$ cat src/rtl/latch_bank_arbiter_pkg.sv
// Shared constants for the latch bank write controller.
// State encoding and parameter defaults.
package latch_ctrl_pkg;

  localparam logic [2:0] S_IDLE  = 3'd0;
  localparam logic [2:0] S_SETUP = 3'd1;
  localparam logic [2:0] S_GATE  = 3'd2;
  localparam logic [2:0] S_HOLD  = 3'd3;
  localparam logic [2:0] S_CLEAR = 3'd4;

  localparam int NREQ_D       = 4;
  localparam int WIDTH_D      = 8;
  localparam int CLR_CYCLES_D = 2;

  localparam int IDW = $clog2(NREQ_D);

endpackage

$ cat src/rtl/latch_bank_arbiter_if.sv
// Requester handshake plus latch bank drive signals.
// master = requesters/bank side, slave = arbiter.
interface latch_bank_arbiter_if
  import latch_ctrl_pkg::*;
#(
  parameter int NREQ  = NREQ_D,
  parameter int WIDTH = WIDTH_D
);
  localparam int GW = $clog2(NREQ);

  logic [NREQ-1:0]       req;
  logic [NREQ*WIDTH-1:0] wdata;
  logic                  clr_req;
  logic [NREQ-1:0]       ack;
  logic                  clr_ack;
  logic                  busy;
  logic [GW-1:0]         grant_id;
  logic [WIDTH-1:0]      lat_d;
  logic                  lat_g;
  logic                  lat_clr_n;

  modport master (
    output req, wdata, clr_req,
    input  ack, clr_ack, busy, grant_id,
    input  lat_d, lat_g, lat_clr_n
  );

  modport slave (
    input  req, wdata, clr_req,
    output ack, clr_ack, busy, grant_id,
    output lat_d, lat_g, lat_clr_n
  );

endinterface

$ cat src/rtl/latch_bank_arbiter_rr_picker.sv
// Round-robin picker: rotate by ptr, fixed
// priority, then un-rotate the winner index.
module rr_picker #(
  parameter int NREQ = 4,
  parameter int IDW  = $clog2(NREQ)
) (
  input  logic [NREQ-1:0] req,
  input  logic [IDW-1:0]  ptr,
  output logic            any,
  output logic [IDW-1:0]  winner
);

  logic [NREQ-1:0] rot;
  logic [IDW-1:0]  pos;
  logic            hit;

  always_comb begin
    rot    = '0;
    pos    = '0;
    hit    = 1'b0;
    for (int i = 0; i < NREQ; i++) begin
      rot[i] = req[IDW'((i + int'(ptr)) % NREQ)];
    end
    for (int i = 0; i < NREQ; i++) begin
      if (rot[i] && !hit) begin
        hit = 1'b1;
        pos = IDW'(i);
      end
    end
    winner = IDW'((int'(pos) + int'(ptr)) % NREQ);
  end

  assign any = |req;

endmodule

$ cat src/rtl/latch_bank_arbiter.sv
// Round-robin write controller for a shared bank of
// gated D-latches: setup -> gate -> hold, plus clear.
module latch_bank_arbiter
  import latch_ctrl_pkg::*;
#(
  parameter int NREQ       = NREQ_D,
  parameter int WIDTH      = WIDTH_D,
  parameter int CLR_CYCLES = CLR_CYCLES_D
) (
  input logic                 clk,
  input logic                 rst,
  latch_bank_arbiter_if.slave bus
);

  localparam int GW = $clog2(NREQ);
  localparam int CW =
    (CLR_CYCLES > 1) ? $clog2(CLR_CYCLES) : 1;
  localparam logic [CW-1:0] CLAST =
    CW'(CLR_CYCLES - 1);

  logic [2:0]       state;
  logic [GW-1:0]    ptr;
  logic [GW-1:0]    gid;
  logic [GW-1:0]    nptr;
  logic [GW-1:0]    win;
  logic [CW-1:0]    cnt;
  logic [NREQ-1:0]  gmask;
  logic [NREQ-1:0]  pick_req;
  logic             any;
  logic [WIDTH-1:0] slice;

  logic [WIDTH-1:0] d_q;
  logic             g_q;
  logic             clrn_q;
  logic [NREQ-1:0]  ack_q;
  logic             cack_q;
  logic             busy_q;

  assign gmask = NREQ'(1) << gid;

  // In HOLD the acked requester still shows its old
  // request level; keep it out of the next pick.
  assign pick_req = (state == S_HOLD)
                  ? (bus.req & ~gmask)
                  : bus.req;

  assign nptr = (int'(gid) == NREQ - 1)
              ? '0 : gid + GW'(1);

  assign slice =
    bus.wdata[int'(win)*WIDTH +: WIDTH];

  rr_picker #(
    .NREQ (NREQ),
    .IDW  (GW)
  ) u_pick (
    .req    (pick_req),
    .ptr    (ptr),
    .any    (any),
    .winner (win)
  );

  always_ff @(posedge clk or posedge rst) begin
    if (rst) begin
      state  <= S_IDLE;
      ptr    <= '0;
      gid    <= '0;
      cnt    <= '0;
      d_q    <= '0;
      g_q    <= 1'b0;
      clrn_q <= 1'b0;
      ack_q  <= '0;
      cack_q <= 1'b0;
      busy_q <= 1'b0;
    end else begin
      ack_q  <= '0;
      cack_q <= 1'b0;
      g_q    <= 1'b0;
      case (state)
        S_SETUP: begin
          state <= S_GATE;
          g_q   <= 1'b1;
        end
        S_GATE: begin
          state <= S_HOLD;
          ack_q <= gmask;
          ptr   <= nptr;
        end
        S_CLEAR: begin
          if (cnt == CLAST) begin
            state  <= S_IDLE;
            busy_q <= 1'b0;
            clrn_q <= 1'b1;
          end else begin
            cnt    <= cnt + CW'(1);
            cack_q <= (cnt + CW'(1) == CLAST);
          end
        end
        default: begin
          // IDLE and HOLD exit share one decision
          clrn_q <= 1'b1;
          if (bus.clr_req) begin
            state  <= S_CLEAR;
            cnt    <= '0;
            clrn_q <= 1'b0;
            cack_q <= (CLR_CYCLES == 1);
            busy_q <= 1'b1;
          end else if (any) begin
            state  <= S_SETUP;
            gid    <= win;
            d_q    <= slice;
            busy_q <= 1'b1;
          end else begin
            state  <= S_IDLE;
            busy_q <= 1'b0;
          end
        end
      endcase
    end
  end

  assign bus.ack       = ack_q;
  assign bus.clr_ack   = cack_q;
  assign bus.busy      = busy_q;
  assign bus.grant_id  = gid;
  assign bus.lat_d     = d_q;
  assign bus.lat_g     = g_q;
  assign bus.lat_clr_n = clrn_q;

endmodule

$ cat src/flat_wrapper.sv
// flat-port wrapper written by rule: the top's interface ports become plain ports
module latch_bank_arbiter_flat import latch_ctrl_pkg::*;
#(
  parameter int NREQ       = NREQ_D,
  parameter int WIDTH      = WIDTH_D,
  parameter int CLR_CYCLES = CLR_CYCLES_D
)
  (clk, rst, bus_req, bus_wdata, bus_clr_req, bus_ack, bus_clr_ack, bus_busy, bus_grant_id, bus_lat_d, bus_lat_g, bus_lat_clr_n);
  latch_bank_arbiter_if #(.NREQ(NREQ), .WIDTH(WIDTH)) bus_i ();
  input logic clk;
  input logic rst;
  input wire logic [$bits(bus_i.req)-1:0] bus_req;
  input wire logic [$bits(bus_i.wdata)-1:0] bus_wdata;
  input wire logic [$bits(bus_i.clr_req)-1:0] bus_clr_req;
  output wire logic [$bits(bus_i.ack)-1:0] bus_ack;
  output wire logic [$bits(bus_i.clr_ack)-1:0] bus_clr_ack;
  output wire logic [$bits(bus_i.busy)-1:0] bus_busy;
  output wire logic [$bits(bus_i.grant_id)-1:0] bus_grant_id;
  output wire logic [$bits(bus_i.lat_d)-1:0] bus_lat_d;
  output wire logic [$bits(bus_i.lat_g)-1:0] bus_lat_g;
  output wire logic [$bits(bus_i.lat_clr_n)-1:0] bus_lat_clr_n;
  assign bus_i.req = bus_req;
  assign bus_i.wdata = bus_wdata;
  assign bus_i.clr_req = bus_clr_req;
  assign bus_ack = bus_i.ack;
  assign bus_clr_ack = bus_i.clr_ack;
  assign bus_busy = bus_i.busy;
  assign bus_grant_id = bus_i.grant_id;
  assign bus_lat_d = bus_i.lat_d;
  assign bus_lat_g = bus_i.lat_g;
  assign bus_lat_clr_n = bus_i.lat_clr_n;
  latch_bank_arbiter #(.NREQ(NREQ), .WIDTH(WIDTH), .CLR_CYCLES(CLR_CYCLES)) u_core (.clk(clk), .rst(rst), .bus(bus_i));
endmodule
$ cat config.mk
export PLATFORM = sky130hd
export DESIGN_NAME = latch_bank_arbiter_flat
export DESIGN_NICKNAME = d
export VERILOG_FILES = /design/src/rtl/latch_bank_arbiter_pkg.sv /design/src/rtl/latch_bank_arbiter_if.sv /design/src/rtl/latch_bank_arbiter_rr_picker.sv /design/src/rtl/latch_bank_arbiter.sv /design/src/flat_wrapper.sv
export SDC_FILE = /design/constraint.sdc
export NUM_CORES = 1
export LEC_CHECK = 0
export ABC_CLOCK_PERIOD_IN_PS = 7300
export CAP_MARGIN = 15
export CORE_MARGIN = 4
export CORE_UTILIZATION = 50
export DETAILED_ROUTE_END_ITERATION = 7
export PLACE_DENSITY = 0.92
export SLEW_MARGIN = 20
export SYNTH_ARGS = -nofsm -noshare
export SYNTH_HDL_FRONTEND = slang
export SYNTH_SLANG_ARGS = --single-unit
$ cat constraint.sdc
create_clock -name clk -period 7.3 [get_ports clk]
set_input_delay 1.46 -clock clk [delete_from_list [all_inputs] [get_ports clk]]
set_output_delay 1.46 -clock clk [all_outputs]
set_load 0.02 [all_outputs]
==> key figures, run 1 <==
Run status
  • Status: finished clean

Setup path
  • R2R depth: 13
  • Worst-path cell chain: clkdlybuf4s50_1 > and2_1 > nor3_1 > a31oi_1 > o2111ai_1 > ha_1 > mux2i_1 > nor3_1 > mux2i_1 > nand3_1
  • CP Class: in2reg
  • Critical path required time: 7510 ps
  • WP buf/inv: 1
  • Startpoint types: input pin
  • Slowest CP cell: ha_1
  • CP endpoint kind: register
  • Worst R2R Setup Slack: 4140 ps
  • Reg-to-Reg End: u_core.bus.lat_d[7]$_DFFE_PP0P_
  • Setup crit start: bus_req[0]
  • CP max stage delay: 880 ps
  • Reg-to-reg startpoint: u_core.bus.grant_id[0]$_DFFE_PP0P_
  • CP delay by family, top: adder cells
  • CP Max Fanout: 17
  • Worst path arrival time: 4120 ps

Drt
  • DRC: 0
  • Vias after detailed routing: 1583
  • Routed wire per std cell: 14.1 um
  • Initial DRT Pass Iterations: 4
  • Post-Route WL: 4.05 mm
  • Starting DRT DRC Count: 147
  • Antenna Nets Post-Route: 0
  • Vias per inst: 5.52

Logic synthesis
  • Syn_nets: 240
  • Number of synthesized register bits: 24
  • Yosys warns: 0
  • Mapped Area: 1820 um2
  • Post-synthesis average cell area: 9.30 um2
  • Register area share after synthesis: 32.9%
  • Post-Synthesis Cells: 196
  • Yosys cell types: 42

Floorplanning
  • Die Height: 68.4 um
  • Core footprint: 3420 um2
  • Die footprint: 4680 um2
  • Initial Util: 53.4%
  • Die width: 68.4 um
  • Boundary Pins: 57
  • Site Rows: 21

Placed design
  • HPWL after DPL: 2.99 mm
  • I/O Buffers: 56
  • RD Place Congestion: 0.807

STA
  • Final Hold Fails: 0
  • FMAX: 256 MHz
  • Slew Limit Fails: 0
  • Unrepaired setup endpoints after global routing: false
  • Tmin final: 3910 ps
  • Setup TNS Final: 0 ps
  • Max-slew headroom: 39.9%
  • Finish-stage setup viols: 0
  • Tightest Pin Transition: 901 ps
  • Worst-case clock skew: 8.57 ps
  • Period utilization: 53.6%

Power and ir drop
  • Pwr per Cell Area: 409 nW/um2
  • Tot Pwr: 0.981 mW
  • Pleak: 1.13 nW
  • Maximum VDD drop: 0.203 mV

Clocking
  • Total setup buffers inserted after CTS: 0
  • Clk buf depth: 2
  • CTS root buf: clkbuf_4
  • Post_cts resized: 0
  • CTS Buf Count: 3
  • H-tree levels: 1
  • Clock Latency Late Sink: 320 ps
  • Hold_buf cts: 0
  • CTS tree: built
  • CTS clock-pin slew for the worst setup and hold paths: 130 ps
  • CTS sink count: 24

Layout
  • Ant. Diodes: 0
  • Share of layout cells above drive strength 1: 6.22%
  • Nets: 286
  • Commonest cells after routing, fill and taps aside: 56 x clkdlybuf4s50_1, 34 x nor3_1, 32 x mux2i_1
  • Most common cell after layout, fill and taps aside: clkdlybuf4s50_1
  • Fin util: 70.2%
  • Area Overhead vs Synth: 31.6%

Hold path
  • HP Class: reg2reg
  • Hold endpoint: u_core.bus.lat_d[0]$_DFFE_PP0P_
  • Critical hold path startpoint: u_core.bus.lat_d[0]$_DFFE_PP0P_
  • WHS Path Cells: 2

Global route
  • Tot GR Track Use: 19.0%
  • Grt ovf: 0
  • Global-route wire length before repair: 6.87 mm
  • Largest net degree at the start of global routing: 45
  • Initial antenna violation count: 0
  • Vias in the first global route: 1536

Flow run
  • MaxCap Viol Count: 0
## cell families (layout without fill, tap and decap cells)
kind of cell,Yosys count,count (layout),share of synthesized area (%)
xor gates and xnor gates,4,4,1.92
adders and majority gates,5,5,3.43
buffers and inverters,22,67,7.96
DFF,24,24,32.9
and+or+nand+nor,84,84,25.4
muxes,33,33,18.2
AOI/OAI and AO/OA,24,24,10.2
## area by class of cell
type | instances | area [um2]
Sequential cell | 24 | 601
Fill cell | 262 | 1020
Timing Repair Buffer | 58 | 576
Multi-Input combinational cell | 150 | 1090
Tap cell | 46 | 57.6
Inverter | 5 | 18.8
Clock inverter | 1 | 30.0
Clock buffer | 3 | 22.5
## worst max-delay path by stage
| stage | cells after the start | endpoint |
|---|---|---|
| 3_3_place_gp | 9 | u_core.bus.lat_d[6]$_DFFE_PP0P_ |
| 5_1_grt | 10 | u_core.bus.lat_d[6]$_DFFE_PP0P_ |
| 4_1_cts | 9 | u_core.bus.lat_d[3]$_DFFE_PP0P_ |
| 2_1_floorplan | 11 | u_core.bus.lat_d[4]$_DFFE_PP0P_ |
| 3_5_place_dp | 9 | u_core.bus.lat_d[3]$_DFFE_PP0P_ |
| 6_report | 10 | u_core.bus.lat_d[7]$_DFFE_PP0P_ |
## power by group
part / internal (mW) / switching [mW] / leakage (nW)
combinational: 0.287 / 0.344 / 0.797
clock: 0.0555 / 0.0429 / 0.0279
sequential: 0.189 / 0.0630 / 0.302
## synth_stat cells (all sizes together)
cell / number / share of area (%)
buf: 12 / 5.9
nand2b: 1 / 0.34
o31ai: 1 / 0.41
nor3: 34 / 9.3
or3b: 2 / 0.96
a211o: 1 / 0.48
mux2: 1 / 0.62
or2b: 1 / 0.41
or3: 1 / 0.34
a32oi: 1 / 0.48
nor3b: 1 / 0.41
nand2: 21 / 4.3
clkbuf: 5 / 1.0
o32ai: 2 / 1.4
nand3: 9 / 2.5
and2: 6 / 2.2
nor2: 3 / 0.62
a22oi: 4 / 1.9
xor2: 1 / 0.48
o2111ai: 2 / 0.96
mux2i: 32 / 18
a21o: 3 / 1.2
a31oi: 1 / 0.34
ha: 5 / 3.4
o21ai: 5 / 1.4
dfrtp: 24 / 33
a21oi: 2 / 0.55
o21a: 1 / 0.41
inv: 5 / 1.0
xnor2: 3 / 1.4
a2111o: 1 / 0.62
nand3b: 1 / 0.41
nand4b: 4 / 3.6
## routing by layer
| metal | track usage [%] | share of wire [%] |
|---|---|---|
| met1 | 25.5 | 43 |
| met2 | 31.5 | 51 |
| met3 | 1.64 | 4.0 |
| met4 | 7.44 | 1.5 |
| met5 | 0 | 0 |
## state kept, by name (all words and copies together), names as in the netlist
signal                flops
u_core.state              3
u_core.bus.lat_g          1
u_core.bus.ack            4
u_core.bus.grant_id       2
u_core.bus.lat_d          8
u_core.ptr                2
u_core.cnt                1
u_core.bus.busy           1
u_core.bus.clr_ack        1
u_core.bus.lat_clr_n      1
## worst reg2reg max path: stages, from the launching register on
cell and delay (ps):
dfrtp_1 470, inv_1 110, ha_1 210, nand4b_4 140
and2_1 230, nand3_1 90, o31ai_1 70, nand2_1 80
o2111ai_1 120, ha_1 880, mux2i_1 350, nor3_1 70
mux2i_1 160, nand3_1 90
## per-stage QoR
stage	std cells	cell area [um2]	hold slack, ps	setup slack, ps
after global placement	283	2340	478	3020
final	287	2400	509	3390
after detailed placement	283	2340	481	2970
after floorplan	196	1820	462	3710
after CTS	287	2390	513	3270
after global routing	287	2400	539	3060
Note: power is estimated with default switching activity, not from simulation.
==> run 2: changes to the inputs <==
Settings changed: ABC_CLOCK_PERIOD_IN_PS 7300 to 3150, CORE_UTILIZATION 50 to 42, PLACE_DENSITY 0.92 to 0.83.
Clock period 7.3 ns to 3.15 ns, I/O delays scaled along.
==> key figures, run 2 (synthesized netlist as in run 1, its figures left out) <==
Power and ir drop
  • Pwr per Cell Area: 959 nW/um2 (+130%)
  • Tot Pwr: 2.32 mW (+140%)
  • Pleak: 1.14 nW (+1.1%)
  • Maximum VDD drop: 0.468 mV (+130%)

Placed design
  • HPWL after DPL: 3.24 mm (+8.2%)
  • I/O Buffers: 56 (unchanged)
  • Cell area after placement: 2380 um2 (+1.7%)
  • Pre-CTS setup slack: 85.6 ps (-2880 ps)
  • Placed cells: 290 (+2.5%)
  • RD Place Congestion: 0.772 (-4.3%)

Layout
  • Fill cells: 376 (+44%)
  • Multi-input gate area: 1080 um2 (-0.80%)
  • Commonest cells after routing, fill and taps aside: 56 x clkdlybuf4s50_1, 34 x nor3_1, 32 x mux2i_1
  • Ant. Diodes: 0 (unchanged)
  • Share of layout cells above drive strength 1: 6.17% (-0.051 points)
  • Area Overhead vs Synth: 32.7%
  • Layout Cells excl Fill: 293 (+2.1%)
  • Reg area: 601 um2 (unchanged)
  • Nets: 289 (+1.0%)
  • Most common cell after layout, fill and taps aside: clkdlybuf4s50_1
  • Fin util: 59.2% (-11 points)
  • Number of flip-flops in the largest register: 8 (unchanged)
  • Cell area after layout: 2420 um2 (+0.83%)

Clocking
  • CTS tree: built
  • CTS root buf: clkbuf_8
  • Hold_buf cts: 0 (unchanged)
  • Total setup buffers inserted after CTS: 0 (unchanged)
  • CTS clock-pin slew for the worst setup and hold paths: 90 ps (-40 ps)
  • H-tree levels: 1 (unchanged)
  • Post_cts resized: 0 (unchanged)
  • CTS Buf Count: 3 (unchanged)
  • Clk buf depth: 2 (unchanged)
  • Clock Latency Late Sink: 270 ps (-50 ps)
  • CTS sink count: 24 (unchanged)

STA
  • Finish-stage setup viols: 0 (unchanged)
  • Tmin final: 2800 ps
  • Slew Limit Fails: 0 (unchanged)
  • Setup TNS Final: 0 ps (unchanged)
  • Min Hold Slack: 508 ps (-0.528 ps)
  • FMAX: 357 MHz
  • Max-slew headroom: 38.5% (-1.4 points)
  • Fin worst setup slack: 352 ps (-3040 ps)
  • Final Hold Fails: 0 (unchanged)
  • Period utilization: 88.8%
  • Tightest Pin Transition: 921 ps (+20.7 ps)
  • Unrepaired setup endpoints after global routing: false
  • Worst-case clock skew: 9.11 ps (+0.545 ps)

Setup path
  • CP Class: reg2reg
  • R2R depth: 14 (+1)
  • Startpoint types: register
  • WP buf/inv: 2 (+1)
  • CP endpoint kind: register
  • Worst R2R Setup Slack: 350 ps (-3790 ps)
  • Reg-to-Reg End: u_core.bus.lat_d[1]$_DFFE_PP0P_
  • CP max stage delay: 450 ps (-430 ps)
  • Worst-path cell chain: inv_1 > ha_1 > nand4b_4 > and2_1 > nand3_1 > o31ai_1 > nand2_1 > o2111ai_1 > ha_1 > buf_12 > mux2i_1 > nor3_1 > mux2i_1 > nand3_1
  • Critical path required time: 3300 ps (-4210 ps)
  • CP Max Fanout: 17 (unchanged)
  • Worst path arrival time: 2950 ps (-1170 ps)
  • Reg-to-reg startpoint: u_core.bus.grant_id[0]$_DFFE_PP0P_
  • CP delay by family, top: simple AND/OR/NAND/NOR gates
  • Slowest CP cell: dfrtp_1

Drt
  • DRC: 0 (unchanged)
  • Vias per inst: 5.47 (-0.87%)
  • Post-Route WL: 4.35 mm (+7.4%)
  • Initial DRT Pass Iterations: 4 (unchanged)
  • Vias after detailed routing: 1602 (+1.2%)
  • Starting DRT DRC Count: 71 (-52%)
  • Routed wire per std cell: 14.8 um (+5.2%)
  • Antenna Nets Post-Route: 0 (unchanged)

Floorplanning
  • Die Height: 73.9 um (+8.0%)
  • Die width: 73.9 um (+8.0%)
  • Core footprint: 4090 um2 (+20%)
  • Site Rows: 23 (+9.5%)
  • Initial Util: 44.6% (-8.8 points)
  • Boundary Pins: 57 (unchanged)
  • Die footprint: 5460 um2 (+17%)

Hold path
  • WHS Path Cells: 1 (-1)
  • Critical hold path startpoint: u_core.cnt$_DFFE_PP0P_
  • HP Class: reg2reg
  • Hold endpoint: u_core.bus.clr_ack$_DFF_PP0_

Global route
  • Global-route wire length before repair: 7.10 mm (+3.4%)
  • Tot GR Track Use: 16.4% (-2.6 points)
  • Initial antenna violation count: 0 (unchanged)
  • Grt ovf: 0 (unchanged)
  • Vias in the first global route: 1603 (+4.4%)
  • Largest net degree at the start of global routing: 45 (unchanged)

Flow run
  • MaxCap Viol Count: 0 (unchanged)

Run status
  • Status: finished clean
run 2: worst max-delay path by stage:
stage                                       start                         endpoint  slack (ps)  cells after the start
6_report       u_core.bus.grant_id[0]$_DFFE_PP0P_  u_core.bus.lat_d[1]$_DFFE_PP0P_         350                     14
5_1_grt        u_core.bus.grant_id[0]$_DFFE_PP0P_  u_core.bus.lat_d[1]$_DFFE_PP0P_          90                     14
3_5_place_dp                           bus_req[0]  u_core.bus.lat_d[1]$_DFFE_PP0P_          90                     11
4_1_cts        u_core.bus.grant_id[0]$_DFFE_PP0P_  u_core.bus.lat_d[1]$_DFFE_PP0P_         300                     14
3_3_place_gp                           bus_req[0]  u_core.bus.lat_d[1]$_DFFE_PP0P_         210                     11
2_1_floorplan  u_core.bus.grant_id[0]$_DFFE_PP0P_  u_core.bus.lat_d[7]$_DFFE_PP0P_         100                     14
run 2: power breakdown:
group	switching [mW]	total (mW)	internal, mW
registers	0.149	0.589	0.440
clock network	0.0978	0.183	0.0855
logic	0.830	1.55	0.718
run 2: layer usage:
layer / track usage (%) / vias to the layer above / wire length, um / share of wire [%]
li1: - / 809 / - / -
met4: 4.63 / 0 / 36 / 0.83
met5: 0 / - / 0 / 0
met1: 21.1 / 749 / 1940 / 45
met3: 2.74 / 4 / 233 / 5.4
met2: 28.1 / 40 / 2140 / 49
run 2: final cells by class:
cell class	instances	area share [%]
clock buffer	3	1.71
inverter	5	0.776
multi-input combinational	150	44.9
sequential	24	24.8
tap	50	2.59
timing repair buffer	61	25.2
run 2: worst register-to-register path, stage by stage, from the launching register on:
cell and delay, ps:
dfrtp_1 450, inv_1 110, ha_1 220, nand4b_4 140
and2_1 240, nand3_1 90, o31ai_1 70, nand2_1 80
o2111ai_1 120, ha_1 340, buf_12 170, mux2i_1 310
nor3_1 90, mux2i_1 180, nand3_1 90
